## src/rtl/fetch_pc_controller.sv

```systemverilog
// Fetch-PC sequencer: owns the fetch PC and drives the dual-instruction memory handshake.
// Fetched pairs are buffered with their prediction until decode pops them.
module fetch_pc_controller #(
    parameter logic [31:0] RESET_PC = 32'h0000_0000,
    parameter int          FQ_DEPTH = 4,
    parameter int          CNT_W    = 3
) (
    input  logic             clk,
    input  logic             rst,
    output logic             imem_read,
    output logic [31:0]      imem_addr,
    input  logic             imem_ready,
    input  logic [31:0]      imem_inst1,
    input  logic [31:0]      imem_inst2,
    input  logic             pred_take1,
    input  logic             pred_take2,
    input  logic [31:0]      pred_pc,
    input  logic             redirect,
    input  logic [31:0]      redirect_pc,
    input  logic             deq_ready,
    output logic             deq_valid,
    output logic [31:0]      deq_pc,
    output logic [31:0]      deq_inst1,
    output logic [31:0]      deq_inst2,
    output logic             deq_inst2_valid,
    output logic             deq_pred_taken,
    output logic [31:0]      deq_pred_pc,
    output logic [CNT_W-1:0] fq_count
);
    localparam int PTR_W = $clog2(FQ_DEPTH);

    typedef enum logic [1:0] {
        HOLD   = 2'd0,
        RUN    = 2'd1,
        BUBBLE = 2'd2
    } state_e;

    state_e             state_q, state_d;
    logic [31:0]        pc_q, pc_d;
    logic [PTR_W-1:0]   wr_ptr_q, wr_ptr_d, rd_ptr_q, rd_ptr_d;
    logic [CNT_W-1:0]   cnt_q, cnt_d;

    logic [31:0]        fq_pc_q    [FQ_DEPTH];
    logic [31:0]        fq_inst1_q [FQ_DEPTH];
    logic [31:0]        fq_inst2_q [FQ_DEPTH];
    logic [31:0]        fq_ppc_q   [FQ_DEPTH];
    logic               fq_v2_q    [FQ_DEPTH];
    logic               fq_tk_q    [FQ_DEPTH];

    logic               transfer_s, push_s, pop_s, taken_s;

    assign imem_read  = (state_q == RUN) && (cnt_q < CNT_W'(FQ_DEPTH));
    assign imem_addr  = pc_q;
    assign fq_count   = cnt_q;
    assign deq_valid  = (cnt_q != {CNT_W{1'b0}});
    assign transfer_s = imem_read && imem_ready;
    assign taken_s    = pred_take1 || pred_take2;
    assign push_s     = transfer_s && !redirect;
    assign pop_s      = deq_valid && deq_ready && !redirect;

    // Head data is zeroed while empty so stale entries never leak out.
    always_comb begin
        if (deq_valid) begin
            deq_pc          = fq_pc_q[rd_ptr_q];
            deq_inst1       = fq_inst1_q[rd_ptr_q];
            deq_inst2       = fq_inst2_q[rd_ptr_q];
            deq_inst2_valid = fq_v2_q[rd_ptr_q];
            deq_pred_taken  = fq_tk_q[rd_ptr_q];
            deq_pred_pc     = fq_ppc_q[rd_ptr_q];
        end else begin
            deq_pc          = 32'h0000_0000;
            deq_inst1       = 32'h0000_0000;
            deq_inst2       = 32'h0000_0000;
            deq_inst2_valid = 1'b0;
            deq_pred_taken  = 1'b0;
            deq_pred_pc     = 32'h0000_0000;
        end
    end

    // Next-state logic: redirect overrides any same-cycle transfer or pop.
    always_comb begin
        state_d  = state_q;
        pc_d     = pc_q;
        wr_ptr_d = wr_ptr_q;
        rd_ptr_d = rd_ptr_q;
        cnt_d    = cnt_q;
        if (redirect) begin
            state_d  = BUBBLE;
            pc_d     = redirect_pc;
            wr_ptr_d = {PTR_W{1'b0}};
            rd_ptr_d = {PTR_W{1'b0}};
            cnt_d    = {CNT_W{1'b0}};
        end else begin
            case (state_q)
                HOLD:    state_d = RUN;
                RUN:     state_d = RUN;
                BUBBLE:  state_d = RUN;
                default: state_d = HOLD;
            endcase
            if (transfer_s) begin
                pc_d = taken_s ? pred_pc : (pc_q + 32'd8);
            end else begin
                pc_d = pc_q;
            end
            if (push_s) begin
                wr_ptr_d = wr_ptr_q + PTR_W'(1);
            end else begin
                wr_ptr_d = wr_ptr_q;
            end
            if (pop_s) begin
                rd_ptr_d = rd_ptr_q + PTR_W'(1);
            end else begin
                rd_ptr_d = rd_ptr_q;
            end
            case ({push_s, pop_s})
                2'b10:   cnt_d = cnt_q + CNT_W'(1);
                2'b01:   cnt_d = cnt_q - CNT_W'(1);
                default: cnt_d = cnt_q;
            endcase
        end
    end

    // Control state registers with synchronous reset.
    always_ff @(posedge clk) begin
        if (rst) begin
            state_q  <= HOLD;
            pc_q     <= RESET_PC;
            wr_ptr_q <= {PTR_W{1'b0}};
            rd_ptr_q <= {PTR_W{1'b0}};
            cnt_q    <= {CNT_W{1'b0}};
        end else begin
            state_q  <= state_d;
            pc_q     <= pc_d;
            wr_ptr_q <= wr_ptr_d;
            rd_ptr_q <= rd_ptr_d;
            cnt_q    <= cnt_d;
        end
    end

    // Queue storage; contents are only observable through the gated head.
    always_ff @(posedge clk) begin
        if (push_s && !rst) begin
            fq_pc_q[wr_ptr_q]    <= pc_q;
            fq_inst1_q[wr_ptr_q] <= imem_inst1;
            fq_inst2_q[wr_ptr_q] <= imem_inst2;
            fq_v2_q[wr_ptr_q]    <= !pred_take1;
            fq_tk_q[wr_ptr_q]    <= taken_s;
            fq_ppc_q[wr_ptr_q]   <= pred_pc;
        end
    end
endmodule

```

## config.mk

```make
export PLATFORM = sky130hd
export DESIGN_NAME = fetch_pc_controller
export DESIGN_NICKNAME = d
export VERILOG_FILES = /design/src/rtl/fetch_pc_controller.sv
export SDC_FILE = /design/constraint.sdc
export NUM_CORES = 1
export LEC_CHECK = 0
export ABC_AREA = 0
export CORE_UTILIZATION = 59
export CTS_CLUSTER_DIAMETER = 30
export DETAILED_ROUTE_END_ITERATION = 10
export PLACE_DENSITY = 0.85
export SLEW_MARGIN = 20
export SYNTH_ARGS = -nofsm -noshare
export SYNTH_HDL_FRONTEND = slang
export SYNTH_SLANG_ARGS = --single-unit
```

## constraint.sdc

```tcl
create_clock -name clk -period 8.8 [get_ports clk]
set_clock_uncertainty 0.05 [all_clocks]
set_input_delay 0.88 -clock clk [delete_from_list [all_inputs] [get_ports clk]]
set_output_delay 0.88 -clock clk [all_outputs]
set_load 0.05 [all_outputs]
```

==> impl_metrics.csv <==
group,metric,value,unit
synth,seq_area_frac_synth,73.7,%
worst_setup_path,reg2regPathDepth,5,
worst_setup_path,cp.arrival,4100,ps
pwr,p_leak,0.00939,µW
clock_tree,clk_latency,610,ps
finish,finish.net_count,1686,
synth,synth_ff_type,"edfxtp_1",
worst_setup_path,required,7870,ps
finish,num_antenna_cells,0,
synth,syn-instance-count,1204,
placement,place_congestion,0.820,
sta,grt_setup_unrepaired,"false",
global_route,grt_usage,31.1,%
worst_setup_path,r2r_start,"fq_count[2]",
die,die_w,197,µm
global_route,grt_overflow,0,
placement,place_ws,3780,ps
finish,nFillCells,1845,
worst_setup_path,setup.worst_path.end_class,"output port",
min_path,worstHoldEndpoint,"state_q[0]",
die,ios,302,
route,dr.pass1.iters,6,
clock_tree,htree_levels,3,
route,vias,13300,
synth,synth_top_area_share,69.9,%
finish,postLayoutCoreUtil,79.3,%
worst_setup_path,rr_endpoint,"fq_ppc_q[3][2]",
flow_run,drv_cap,0,
route,first_iter_violations,1448,
placement,dpl_cell_area,25800,µm²
synth,synth_edf_count,520,
worst_setup_path,worstSetupPathType,"flip-flop to output port",
route,wl_per_cell,27.8,µm
synth,yosys_register_bits,563,
clock_tree,cts_buffers,96,
finish,syn_to_final_growth,31.1,%
finish,final_cell_area,29300,µm²
sta,final.min_clock_period,5030,ps
synth,syn_area,22400,µm²
sta,post-route-worst-setup-slack,3770,ps
pwr,peakVddDrop,0.000161,V
die,core_area,37000,µm²
synth,syn_nets,1346,
sta,slew_viol_final,0,
min_path,min_path_cells,1,
sta,max_freq,199,MHz
sta,hold_viol,0,
finish,register_area,16500,µm²
clock_tree,post_cts_resized,0,
clock_tree,clkSlewWorstSetupHoldPaths,50,ps
placement,hpwlAfterDp,31700,µm
route,drtAntennaViolNets,0,
sta,final.setup.tns,0,ps
die,die_y,197,µm
global_route,antenna_found_initial,0,
global_route,grt_max_degree,75,
synth,syn_area_per_cell,18.6,µm²
pwr,powerDensity,245,nW/µm²
synth,synth_area_leaders,"edfxtp_1 (70%), mux4_2 (13%), dfxtp_1 (3.9%)",
finish,multi_input_area,5560,µm²
die,start_util,60.5,%
global_route,first_global_vias,13800,
synth,synth_commonest_cells,"edfxtp_1 (520), and2_1 (134), mux4_2 (130)",
sta,maxSlewHeadroom,26.6,%
die,rows,70,
synth,yosysTopAreaCell,"edfxtp_1",
clock_tree,clock-sinks,563,
finish,drive_gt1_share,20.1,%
clock_tree,postCtsSetupBuffers,0,
synth,yosys_warnings,0,
clock_tree,cts_buffer_depth,3,
sta,finalSetupViolCount,0,
sta,fin_crit_sh,57.2,%
synth,synthArstFlopShare,0,%
clock_tree,cts-root-buf,"clkbuf_16",
min_path,hp-class,"flip-flop to flip-flop",
die,die_area,38700,µm²
min_path,hold_start,"state_q[1]",
clock_tree,cts_hold_buf,0,
sta,hold_slack,429,ps
worst_setup_path,worstPathMaxFanout,45,
placement,io_buffers,301,
outcome,status,"finished, final reports clean",
sta,worstMarginPinSlew,1100,ps
clock_tree,cts_tree,"built",
synth,ys_types,53,
route,via_per_inst,6.26,
global_route,grt_pass1_wl,87200,µm
synth,yosysMostFrequentCell,"edfxtp_1",
route,wirelength,59200,µm
worst_setup_path,reg2reg_slack,4960,ps
worst_setup_path,critPathLaunchType,"flip-flop",
route,drc_errors,0,
==> cells by family after synthesis <==
| logic type | after synthesis | share of synthesized area, % |
|---|---|---|
| adder cells (fa/ha/maj) | 7 | 0.425 |
| AND/OR/NAND/NOR | 292 | 7.34 |
| AO/OA/AOI/OAI | 101 | 2.88 |
| buffers and inverters | 87 | 1.56 |
| multiplexers | 137 | 13.4 |
| XOR/XNOR | 17 | 0.666 |
| flip-flops | 563 | 73.7 |
==> through the flow <==
step           cells  power [µW]
4_1_cts         2131        7210
3_3_place_gp    1950        3260
2_1_floorplan   1204        3120
5_1_grt         2131        7330
3_5_place_dp    1950        3270
6_report        2131        7190
==> cell usage in the layout (no fill, tap or decap), drive strengths merged, types with 5 or more instances in the layout <==
cell type	instances
a211oi	12
clkbuf	113
edfxtp	520
and2	134
nand2	38
mux4	130
mux2i	5
nand4	12
bufinv	15
xnor2	11
o31a	5
a221oi	5
nor4	6
a31oi	6
clkinvlp	7
clkdlybuf4s50	300
a21oi	42
dfxtp	43
ha	6
buf	13
clkinv	27
inv	35
nor3	26
nor2	37
o22ai	6
xor2	6
o21ai	13
and4	5
nand3	17
==> critical path: stages, from the launching register on <==
cell	delay (ps)
dfxtp_4	1000
buf_4	860
mux4_2	620
and2_1	180
clkdlybuf4s50_1	770
==> area by class of cell <==
cell class	instances	area share, %
multi-input combinational	554	19.0
clock buffer	113	8.81
sequential	563	56.3
tap	504	2.15
inverter	16	0.205
timing repair buffer	313	10.6
clock inverter	68	3.03
==> sequential cells by signal, summed over array words and instances (netlist names), named ones only <==
name	flops
fq_count	3
fq_inst1_q	128
fq_inst2_q	128
fq_pc_q	128
fq_ppc_q	128
fq_tk_q	4
fq_v2_q	4
imem_addr	32
rd_ptr_q	2
state_q	2
wr_ptr_q	2
==> routing by layer <==
layer  part of all wire, %  GRT usage, %
met5                     0             0
met1                    38          42.2
met2                    49          50.4
met3                   9.4          6.64
met4                   3.1          11.8
==> power breakdown <==
part           internal (µW)  switching, µW
sequential              2940           35.7
clock                   2580           1380
combinational            105            148
==> how the worst max path moves through the flow <==
stage	start	end	slack [ps]	depth (start not counted)
after global placement	rst	fq_pc_q[1][11]	3880	6
after global routing	flip-flop	deq_pc[20]	3480	4
after floorplan	redirect	fq_inst1_q[0][0]	3500	5
after CTS	flip-flop	deq_pc[20]	3660	4
after detailed placement	rst	fq_pc_q[3][11]	3780	6
final	flip-flop	deq_pc[20]	3770	4
Note: power is estimated with default switching activity, not from simulation.
